### src/rtl/r_exec_ctrl.sv
// r_exec_ctrl: multi-cycle controller for R-format ALU instructions.
// It accepts one instruction, reads its two source registers, runs the ALU
// and writes the result back. The sequence is IDLE -> DECODE -> EXEC -> WB,
// so a new instruction can be accepted every 4 cycles.
//
// Ports:
//   clk, reset             sole clock; synchronous active-high reset
//   instr_valid/ready      instruction handshake (ready only in IDLE)
//   instr                  opcode[31:26] rs[25:21] rt[20:16] rd[15:11] funct[5:0]
//   rf_raddr1/2, rf_rdata1/2  register-file read (rs, rt); data is combinational
//   ALUop, alu_a, alu_b    ALU request, registered, meaningful in EXEC
//   alu_result, alu_zero   ALU response, captured at the end of EXEC
//   rf_we, rf_waddr, rf_wdata  write-back, rf_we only in WB
//   done                   one-cycle completion pulse in WB
//   zero_flag, illegal     status of the completed instruction, held until next done
module r_exec_ctrl #(
    parameter int unsigned DATA_W = 32
) (
    input  logic              clk,
    input  logic              reset,
    input  logic              instr_valid,
    input  logic [31:0]       instr,
    output logic              instr_ready,
    output logic [4:0]        rf_raddr1,
    output logic [4:0]        rf_raddr2,
    input  logic [DATA_W-1:0] rf_rdata1,
    input  logic [DATA_W-1:0] rf_rdata2,
    output logic [2:0]        ALUop,
    output logic [DATA_W-1:0] alu_a,
    output logic [DATA_W-1:0] alu_b,
    input  logic [DATA_W-1:0] alu_result,
    input  logic              alu_zero,
    output logic              rf_we,
    output logic [4:0]        rf_waddr,
    output logic [DATA_W-1:0] rf_wdata,
    output logic              done,
    output logic              zero_flag,
    output logic              illegal
);

    typedef enum logic [1:0] {StIdle, StDecode, StExec, StWb} state_e;

    state_e state_q, state_d;

    // Fields of the accepted instruction still needed after IDLE.
    logic [5:0] opcode_q;
    logic [5:0] funct_q;
    logic [4:0] rd_q;

    logic [4:0]        raddr1_q, raddr2_q;
    logic [2:0]        aluop_q;
    logic [DATA_W-1:0] op1_q, op2_q;
    logic              ill_dec_q;
    logic [4:0]        waddr_q;
    logic [DATA_W-1:0] wdata_q;
    logic              we_q, done_q, zero_q, ill_q;

    logic [2:0] dec_aluop;
    logic       dec_illegal;

    // The shamt field is irrelevant to the supported operations.
    logic unused_shamt;
    assign unused_shamt = ^instr[10:6];

    // Next-state logic.
    always_comb begin
        state_d = state_q;
        unique case (state_q)
            StIdle:   if (instr_valid) state_d = StDecode;
            StDecode: state_d = StExec;
            StExec:   state_d = StWb;
            StWb:     state_d = StIdle;
            default:  state_d = StIdle;
        endcase
    end

    always_ff @(posedge clk) begin
        if (reset) state_q <= StIdle;
        else       state_q <= state_d;
    end

    // funct decode; an illegal instruction still runs as an ADD but never writes.
    always_comb begin
        dec_aluop   = 3'b000;
        dec_illegal = 1'b0;
        case (funct_q)
            6'h20:   dec_aluop = 3'b000;
            6'h22:   dec_aluop = 3'b001;
            6'h24:   dec_aluop = 3'b010;
            6'h25:   dec_aluop = 3'b011;
            6'h2A:   dec_aluop = 3'b100;
            default: dec_illegal = 1'b1;
        endcase
        if (opcode_q != 6'd0) begin
            dec_aluop   = 3'b000;
            dec_illegal = 1'b1;
        end
    end

    // Datapath registers, each loaded in exactly one state.
    always_ff @(posedge clk) begin
        if (reset) begin
            opcode_q  <= '0;
            funct_q   <= '0;
            rd_q      <= '0;
            raddr1_q  <= '0;
            raddr2_q  <= '0;
            aluop_q   <= '0;
            op1_q     <= '0;
            op2_q     <= '0;
            ill_dec_q <= 1'b0;
            waddr_q   <= '0;
            wdata_q   <= '0;
            we_q      <= 1'b0;
            done_q    <= 1'b0;
            zero_q    <= 1'b0;
            ill_q     <= 1'b0;
        end else begin
            we_q   <= 1'b0;
            done_q <= 1'b0;
            unique case (state_q)
                StIdle: begin
                    if (instr_valid) begin
                        opcode_q <= instr[31:26];
                        raddr1_q <= instr[25:21];
                        raddr2_q <= instr[20:16];
                        rd_q     <= instr[15:11];
                        funct_q  <= instr[5:0];
                    end
                end
                StDecode: begin
                    aluop_q   <= dec_aluop;
                    op1_q     <= rf_rdata1;
                    op2_q     <= rf_rdata2;
                    ill_dec_q <= dec_illegal;
                end
                StExec: begin
                    waddr_q <= rd_q;
                    wdata_q <= alu_result;
                    zero_q  <= alu_zero;
                    ill_q   <= ill_dec_q;
                    done_q  <= 1'b1;
                    we_q    <= !ill_dec_q && (rd_q != 5'd0);
                end
                default: ;
            endcase
        end
    end

    assign instr_ready = (state_q == StIdle);
    assign rf_raddr1   = raddr1_q;
    assign rf_raddr2   = raddr2_q;
    assign ALUop       = aluop_q;
    assign alu_a       = op1_q;
    assign alu_b       = op2_q;
    assign rf_waddr    = waddr_q;
    assign rf_wdata    = wdata_q;
    assign zero_flag   = zero_q;
    assign illegal     = ill_q;
    // A reset raised during WB suppresses the write and the completion pulse.
    assign rf_we       = we_q & ~reset;
    assign done        = done_q & ~reset;

endmodule
### config.mk
export PLATFORM = sky130hd
export DESIGN_NAME = r_exec_ctrl
export DESIGN_NICKNAME = d
export VERILOG_FILES = /design/src/rtl/r_exec_ctrl.sv
export SDC_FILE = /design/constraint.sdc
export NUM_CORES = 1
export LEC_CHECK = 0
export BUFFER_PORTS_ARGS = -buffer_cell sky130_fd_sc_hd__buf_2
export CORE_ASPECT_RATIO = 0.7
export CORE_MARGIN = 2
export CORE_UTILIZATION = 40
export DETAILED_ROUTE_END_ITERATION = 8
export GPL_TIMING_DRIVEN = 0
export PLACE_DENSITY = 0.72
export REMOVE_ABC_BUFFERS = 1
export SLEW_MARGIN = 20
export SYNTH_ARGS = -nofsm -noshare
export SYNTH_HDL_FRONTEND = slang
export SYNTH_SLANG_ARGS = --single-unit
### constraint.sdc
create_clock -name clk -period 4.2 [get_ports clk]
set_input_delay 0.42 -clock clk [delete_from_list [all_inputs] [get_ports clk]]
set_output_delay 0.42 -clock clk [all_outputs]
set_load 0.005 [all_outputs]
==> run summary <==
status: finished clean
DP HPWL: 8.784 mm
Cell Area, Synth: 0.004981 mm²
Setup TNS Final: 0 ps
fmax: 0.5292 GHz
highest cell delay on the worst timing path: 760 ps
post-CTS sizing: 0
DR vias/cell: 4.643
Clock Path Buffers: 2
clock buffer count from CTS: 17
critical path, cell by cell: inv_1 > ha_1 > and2_1 > nand2_1 > a21oi_1
Fin Clk Skew: 8.435 ps
chip height: 97.37 µm
area grow syn2layout: 38.81%
Starting Density: 0.4051
Syn. warnings: 0
# hold bufs at CTS: 0
Final Critical Period: 1890 ps
pwr dens: 667.1 mW/mm²
largest net degree at the start of global routing: 77
# rows: 34
vias: 4207
Die Wd: 137.4 µm
initial antenna violation count: 0
crit share post-route: 0.4499
synthesized flop and latch total: 138
htree depth: 4
die area: 0.01338 mm²
Final setup violation count: 0
core area: 0.01229 mm²
Synth area leader: dfxtp_1
vias in the first global route: 4027
final wirelength: 11.92 mm
# port buffers: 245
Root Buffer: clkbuf_16
share of the synthesized area in the top cell type: 0.5546
drt pass-1 iters: 4
fraction of layout cells with a size suffix above 1: 0.3817
placed cell areas: 0.006321 mm²
CTS clock-pin slew for the worst setup and hold paths: 60 ps
fin. max-slew vios: 0
slowest cell on the critical path: and2_1
kind of critical path: flip-flop to flip-flop
Worst-Skew Late Latency: 400 ps
Slew HR: 0.3853
Max Cap Viol: 0
startpoint types: flip-flop
CP Capture Type: flip-flop
CP max FO: 27
Mapped Cells: 500
Final Hold Viols: 0
Req. time, crit path: 4530 ps
most frequent cells in the layout: buf_2 (244), dfxtp_1 (138), nor2_1 (112)
RSZ-0062 raised after global routing: false
CP arrival: 2220 ps
GP Congestion: 0.7680
top post-synthesis cells by area: dfxtp_1 (55%), mux2i_1 (21%), nor2_1 (8.4%)
# Post-CTS Setup Buffers: 0
ANT cells: 0
post-synthesis sequential area ratio: 0.5546
DR iter-0 viols: 126
Slew @ Worst Pin: 922.1 ps
Post-Syn Area per Cell: 9.962 µm²
final instance area: 0.006914 mm²
Peak VDD IR: 0.0003607 V
total gr overflow: 0
Synth cell types: 28
Pleak: 3.255 nW
Final ANT Viol Nets: 0
clk sink count: 138
worst slack, placed: 2300 ps
IO Pins: 251
DRC viols: 0
Nets: 867
setup ws final: 2310 ps
commonest non-fill, non-tap cell in the layout: buf_2
wire length per cell: 13.16 µm
CTS tree: done
first-pass GRT wire length: 18.27 mm
Hold Path Class: primary input to flip-flop
GRT Total Usage: 0.1708
## where the power goes
part	switching [mW]	internal [mW]
Combinational	0.709	0.672
Sequential	0.152	1.60
Clock	0.534	0.947
Total	1.39	3.22
## sequential cells by signal, indices dropped and copies added (netlist names)
name,flops
we_q,1
rf_raddr1,5
alu_a,32
alu_b,32
done_q,1
illegal,1
ALUop,3
ill_dec_q,1
rf_waddr,5
funct_q,6
state_q,2
rd_q,5
opcode_q,6
rf_wdata,32
rf_raddr2,5
zero_flag,1
## synth_stat cells (all sizes together)
cell    number
a211oi       1
a21oi       28
and2         1
buf         28
clkbuf       6
dfxtp      138
ha           3
inv          4
mux2i      105
nand2       56
nand2b       1
nand4        1
nor2       112
nor2b        4
nor3b        2
nor4b        1
o21a         1
o21ai        1
o31ai        1
o32ai        1
o41ai        1
or3b         2
or4          1
or4b         1
## final cells by class
| cell class | instances | area [µm²] |
|---|---|---|
| Clock inverter | 11 | 146.4 |
| Tap cell | 162 | 202.7 |
| Clock buffer | 20 | 446.7 |
| Inverter | 4 | 15.01 |
| Fill cell | 1099 | 5380 |
| Sequential cell | 138 | 2763 |
| Multi-Input combinational cell | 324 | 2061 |
| Timing Repair Buffer | 247 | 1280 |
## stage by stage
| stage | instances | util | hold slack, ps | total power, mW |
|---|---|---|---|---|
| after floorplan | 466 | - | 420.4 | 2.707 |
| after global placement | 873 | 0.5077 | 437.9 | 3.173 |
| after detailed placement | 875 | 0.5141 | 448.7 | 3.178 |
| after CTS | 906 | 0.5624 | 238.6 | 4.673 |
| after global routing | 906 | 0.5624 | 245.3 | 4.891 |
| final | 906 | 0.5624 | 253.3 | 4.612 |
## worst paths after layout
| kind | endpoint | startpoint | depth (start not counted) | slack (ps) |
|---|---|---|---|---|
| setup reg to reg | opcode_q[2]$_SDFFE_PP0P_ | state_q[0]$_SDFFE_PP0P_ | 5 | 2310 |
| setup / recovery | opcode_q[2]$_SDFFE_PP0P_ | state_q[0]$_SDFFE_PP0P_ | 5 | 2310 |
| hold / removal | rf_wdata[16]$_SDFFE_PP0P_ | alu_result[16] | 3 | 250 |
| hold reg to reg | funct_q[5]$_SDFFE_PP0P_ | funct_q[5]$_SDFFE_PP0P_ | 2 | 450 |
## cell families (layout without fill, tap and decap cells)
family | count (synthesis) | after routing | share of synthesized area
and+or+nand+nor | 182 | 182 | 0.1505
DFF | 138 | 138 | 0.5546
muxes | 105 | 105 | 0.2110
buffers and inverters | 38 | 282 | 0.03667
AOI/OAI and AO/OA | 34 | 34 | 0.03969
adders and majority gates | 3 | 3 | 0.007537
## worst max-delay path: cells and delay by family, from the launching register on
kind                     cells  cell delay, ps
AND/OR/NAND/NOR              2             910
flip-flops                   1             340
adder cells (fa/ha/maj)      1             260
AO/OA/AOI/OAI                1             160
buffers and inverters        1             130
## layer usage
| layer | track usage | share of wire |
|---|---|---|
| met1 | 0.1934 | 0.42 |
| met2 | 0.3027 | 0.50 |
| met3 | 0.05008 | 0.073 |
| met4 | 0.06027 | 0.013 |
| met5 | 0 | 0 |
Power figures use the tool's default switching activity.
